$ cat config.mk
export PLATFORM = sky130hd
export DESIGN_NAME = untrusted_access_filter
export DESIGN_NICKNAME = d
export VERILOG_FILES = /design/src/rtl/untrusted_access_filter.sv
export SDC_FILE = /design/constraint.sdc
export NUM_CORES = 1
export LEC_CHECK = 0
export BUFFER_PORTS_ARGS = -buffer_cell sky130_fd_sc_hd__buf_4
export CORE_MARGIN = 2
export CORE_UTILIZATION = 50
export CTS_CLUSTER_DIAMETER = 100
export DETAILED_ROUTE_END_ITERATION = 12
export PLACE_DENSITY = 0.87
export SKIP_CTS_REPAIR_TIMING = 1
export SLEW_MARGIN = 20
export SYNTH_ARGS = -nofsm -noshare
export SYNTH_HDL_FRONTEND = slang
export SYNTH_SLANG_ARGS = --single-unit
$ cat constraint.sdc
create_clock -name clk_i -period 4.1 [get_ports clk_i]
set_input_delay 0.41 -clock clk_i [delete_from_list [all_inputs] [get_ports clk_i]]
set_output_delay 0.41 -clock clk_i [all_outputs]
set_load 0.005 [all_outputs]
$ cat src/rtl/untrusted_access_filter.sv
// Access-control filter in front of the untrusted ROM/RAM windows; one outstanding transaction; counts and logs violations.
// Latency: accept@T, dn_valid@T+1, rsp one cycle after dn_rvalid; error rsp@T+1. Valid/ready on all channels; payloads held while stalled.
// Optional macro UNTRUSTED_FILTER_ROM_WP_EN makes writes to the ROM window illegal.
module untrusted_access_filter #(
    parameter logic [31:0] RomBase = 32'h0000_0000,
    parameter logic [31:0] RomMask = 32'h0000_3fff,
    parameter logic [31:0] RamBase = 32'h5000_0000,
    parameter logic [31:0] RamMask = 32'h0001_ffff,
    parameter int          CntW    = 16,
    parameter logic [31:0] ErrData = 32'hffff_ffff
) (
    input  logic            clk_i,
    input  logic            rst_i,
    input  logic            req_valid_i,
    output logic            req_ready_o,
    input  logic [31:0]     req_addr_i,
    input  logic            req_we_i,
    input  logic [31:0]     req_wdata_i,
    output logic            dn_valid_o,
    input  logic            dn_ready_i,
    output logic            dn_sel_o,
    output logic [31:0]     dn_addr_o,
    output logic            dn_we_o,
    output logic [31:0]     dn_wdata_o,
    input  logic            dn_rvalid_i,
    input  logic [31:0]     dn_rdata_i,
    output logic            rsp_valid_o,
    input  logic            rsp_ready_i,
    output logic            rsp_err_o,
    output logic [31:0]     rsp_rdata_o,
    input  logic            viol_clr_i,
    output logic [CntW-1:0] viol_cnt_o,
    output logic [31:0]     viol_addr_o,
    output logic            irq_o
);

    typedef enum logic [2:0] {IDLE, FWD, WAIT, RSP, ERR} state_t;

    localparam logic [CntW-1:0] CntOne = {{(CntW-1){1'b0}}, 1'b1};
    localparam logic [CntW-1:0] CntMax = {CntW{1'b1}};

    state_t state, state_nxt;

    logic rom_hit, ram_hit, aligned, legal, accept, viol;

    logic            sel_q;
    logic [31:0]     off_q;
    logic            we_q;
    logic [31:0]     wdata_q;
    logic [31:0]     rdata_q;
    logic [CntW-1:0] cnt_q;
    logic [31:0]     vaddr_q;

    always_comb begin
        rom_hit = (req_addr_i & ~RomMask) == RomBase;
        ram_hit = (req_addr_i & ~RamMask) == RamBase;
        aligned = req_addr_i[1:0] == 2'b00;
`ifdef UNTRUSTED_FILTER_ROM_WP_EN
        legal   = aligned & (ram_hit | (rom_hit & ~req_we_i));
`else
        legal   = aligned & (ram_hit | rom_hit);
`endif
    end

    assign accept = (state == IDLE) & req_valid_i;
    assign viol   = accept & ~legal;

    always_ff @(posedge clk_i) begin
        if (rst_i) begin
            state <= IDLE;
        end else begin
            state <= state_nxt;
        end
    end

    always_comb begin
        state_nxt = state;
        case (state)
            IDLE: if (req_valid_i) state_nxt = legal ? FWD : ERR;
            FWD:  if (dn_ready_i)  state_nxt = WAIT;
            WAIT: if (dn_rvalid_i) state_nxt = RSP;
            RSP:  if (rsp_ready_i) state_nxt = IDLE;
            ERR:  if (rsp_ready_i) state_nxt = IDLE;
            default:               state_nxt = IDLE;
        endcase
    end

    always_ff @(posedge clk_i) begin
        if (rst_i) begin
            sel_q   <= 1'b0;
            off_q   <= '0;
            we_q    <= 1'b0;
            wdata_q <= '0;
            rdata_q <= '0;
        end else begin
            if (accept) begin
                sel_q   <= ram_hit;
                off_q   <= ram_hit ? (req_addr_i & RamMask) : (req_addr_i & RomMask);
                we_q    <= req_we_i;
                wdata_q <= req_wdata_i;
            end
            // Responses arriving outside WAIT are stray and must not disturb the held data.
            if ((state == WAIT) && dn_rvalid_i) begin
                rdata_q <= we_q ? '0 : dn_rdata_i;
            end
        end
    end

    // A violation in the same cycle as a clear survives as the first entry of the new log.
    always_ff @(posedge clk_i) begin
        if (rst_i) begin
            cnt_q   <= '0;
            vaddr_q <= '0;
        end else if (viol) begin
            if (viol_clr_i) begin
                cnt_q   <= CntOne;
                vaddr_q <= req_addr_i;
            end else begin
                if (cnt_q != CntMax) cnt_q <= cnt_q + CntOne;
                if (cnt_q == '0)     vaddr_q <= req_addr_i;
            end
        end else if (viol_clr_i) begin
            cnt_q   <= '0;
            vaddr_q <= '0;
        end
    end

    assign req_ready_o = (state == IDLE) & ~rst_i;
    assign dn_valid_o  = (state == FWD);
    assign dn_sel_o    = sel_q;
    assign dn_addr_o   = off_q;
    assign dn_we_o     = we_q;
    assign dn_wdata_o  = wdata_q;
    assign rsp_valid_o = (state == RSP) | (state == ERR);
    assign rsp_err_o   = (state == ERR);
    assign rsp_rdata_o = (state == ERR) ? ErrData : rdata_q;
    assign viol_cnt_o  = cnt_q;
    assign viol_addr_o = vaddr_q;
    assign irq_o       = (cnt_q != '0);

endmodule

==> run_results.csv <==
group,metric,value,unit
detailed_routing,drcViolationCount,0,
yosys,syn_inst,707,
yosys,synthXorXnorAreaFrac,0,%
setup_path,worstPathArrival,2.77,ns
layout,drive_above_1_share,34.4,%
pwr,power_leakage,0.00346,µW
global_route,grt_overflow_total,0,
timing,fmax,399,MHz
placement,dpl.cell_count,1032,
layout,multi_input_area,0.00276,mm²
cts,cts_max_level,4,
hold_path,min_from,"req_wdata_i[11]",
cts,root_buffer,"clkbuf_16",
timing,tightest_slew,1.03,ns
die,die_h,111,µm
detailed_routing,drt-total-wl,16900,µm
cts,cts_tree,"done",
global_route,grt_pass1_vias,5444,
status,outcome,"finished, final reports clean",
setup_path,startpoint_type,"flip-flop",
die,start_util,50.8,%
setup_path,required,4.36,ns
global_route,grtUsageTotal,26.8,%
yosys,synth_fa_ha_area_share,0.435,%
detailed_routing,avgViaCountPerCell,5.52,
cts,numCtsBuffers,17,
setup_path,r2r_start,"viol_cnt_o[1]$_SDFFE_PP0P_",
detailed_routing,drt-initial-drc-count,449,
timing,setup_viol,0,
timing,rsz0062_at_grt,"false",
detailed_routing,wl_per_cell,15.9,µm
job,maxCapViolations,0,
yosys,netlist_area,0.00576,mm²
pwr,ir_drop,0.301,mV
yosys,syn_avg_cell_area,8.14,µm²
yosys,ys.flop_type,"dfxtp_1",
layout,antenna_cells,0,
yosys,netlist_top_cells_area,"dfxtp_1, a21oi_1, nand2_1, nor3b_1, o211ai_1",
placement,port_buffers,239,
global_route,grt_max_degree,67,
die,die_w,111,µm
yosys,yosysTopAreaCell,"dfxtp_1",
yosys,synthMuxAreaShare,0,%
setup_path,crit_path_end_kind,"flip-flop",
die,dieArea,0.0124,mm²
layout,fin_cells,1065,
layout,nets,1015,
cts,clkTransAtPathRegs,0.06,ns
yosys,synth_top_area_share,46.6,%
detailed_routing,vias,5877,
timing,hold_violations,0,
timing,drv_slew,0,
die,ioPinCount,255,
yosys,synth-seq-cells,134,
timing,period_minus_slack,2.51,ns
setup_path,startpoint,"viol_cnt_o[1]$_SDFFE_PP0P_",
timing,finalSetupTns,0,ns
yosys,seq_area_frac_synth,46.6,%
global_route,antenna_found_initial,0,
die,core_area,0.0113,mm²
setup_path,crit_type,"reg2reg",
yosys,postSynth.asyncResetShare,0,%
yosys,synth_edf_count,0,
timing,skew,0.00623,ns
layout,regArea,0.00268,mm²
detailed_routing,first_pass_iters,4,
setup_path,cp_max_fo,33,
timing,fin_crit_sh,61.1,%
yosys,synth-compound-area-share,19.3,%
placement,dp_hpwl,11200,µm
die,num_rows,39,
timing,maxSlewHeadroom,31.4,%
cts,clock_path_buffers,2,
detailed_routing,ant_nets,0,
layout,area_growth,41.0,%
global_route,grt_pass1_wl,26900,µm
pwr,power.density,412,mW/mm²
layout,fillers,910,
yosys,yosys_warnings,0,
yosys,synth_top_family_by_area,"simple AND/OR/NAND/NOR gates",
cts,cts.sinks,134,
hold_path,hold_class,"in2reg",
yosys,synthSimpleGateAreaFrac,26.7,%
yosys,ys_types,44,
placement,gp_congestion,0.866,
cts,clk_latency,0.42,ns
cells in the final DEF (no fill, tap or decap), types with 17 or more instances in the layout:
cell / instances
or2_2: 33
dfxtp_1: 134
a21oi_1: 129
buf_4: 246
nor2_1: 44
clkbuf_16: 17
nor3b_1: 33
nand2_1: 102
nand3_1: 37
o211ai_1: 31
worst paths after layout:
check | to | slack, ns | depth (start not counted)
worst max register to register | viol_addr_o[17]$_SDFFE_PP0P_ | 1.59 | 9
worst min register to register | dn_wdata_o[21]$_SDFFE_PP0P_ | 0.45 | 2
worst min-delay path | dn_wdata_o[11]$_SDFFE_PP0P_ | 0.24 | 3
worst max-delay path | viol_addr_o[17]$_SDFFE_PP0P_ | 1.59 | 9
cells by family (layout without fill, tap and decap cells):
group,Yosys count,after routing
adders and majority gates,2,2
and+or+nand+nor,295,295
DFF,134,134
buffers and inverters,85,286
other,1,15
AOI/OAI and AO/OA,190,190
critical path, stage by stage (launching register included):
cell      delay (ns)
dfxtp_1         0.36
inv_1           0.10
ha_1            0.14
nor4b_1         0.22
and4_1          0.24
buf_4           0.34
o211ai_1        0.37
buf_4           0.34
nand3_1         0.14
a21oi_1         0.11
synth_stat cells, types with 2 or more instances:
cell / count
nand4_1: 5
o211ai_1: 31
nand3_1: 38
or3_1: 2
a21o_1: 3
and4_1: 2
nand4b_1: 4
nor4b_1: 2
nor4_4: 2
buf_4: 16
buf_1: 9
or4_1: 9
nor2_1: 44
a22oi_1: 4
nor3b_1: 34
nand2_1: 102
ha_1: 2
buf_2: 11
nor4_1: 7
inv_1: 7
nor3_1: 5
a311oi_1: 2
dfxtp_1: 134
or2_2: 33
a21oi_1: 129
clkbuf_1: 41
o31ai_1: 12
per-stage QoR:
stage / total power, µW / setup WS [ns] / instance area [µm²] / util [%] / hold slack [ns]
5_1_grt: 3460 / 1.35 / 8120 / 71.7 / 0.231
6_report: 3340 / 1.59 / 8120 / 71.7 / 0.239
2_1_floorplan: 1590 / 2.19 / 5810 / - / 0.449
3_5_place_dp: 1810 / 1.57 / 7480 / 66.1 / 0.448
3_3_place_gp: 1810 / 1.65 / 7480 / 66.1 / 0.443
4_1_cts: 3360 / 1.46 / 8090 / 71.5 / 0.226
power breakdown:
part	internal, µW	switching (µW)
registers	1350	26.3
logic	211	205
clock network	1010	537
total	2570	769
sequential cells by signal, summed over array words and instances (netlist names):
register / count
viol_addr_o: 32
dn_wdata_o: 32
rdata_q: 32
dn_we_o: 1
viol_cnt_o: 16
state: 3
dn_sel_o: 1
dn_addr_o: 17
layer usage:
metal | wire length [µm] | global-route usage (%) | vias up
li1 | - | - | 2856
met1 | 6820 | 32.0 | 2755
met2 | 8250 | 44.3 | 224
met3 | 1370 | 8.69 | 42
met4 | 467 | 11.4 | 0
met5 | 0 | 0 | -
layout make-up:
type | count | share of cell area (%)
Multi-Input combinational cell | 502 | 34.0
Sequential cell | 134 | 33.1
Timing Repair Buffer | 247 | 22.9
Clock buffer | 23 | 6.01
Tap cell | 143 | 2.20
Clock inverter | 9 | 1.51
Inverter | 7 | 0.324
Power figures use the tool's default switching activity.
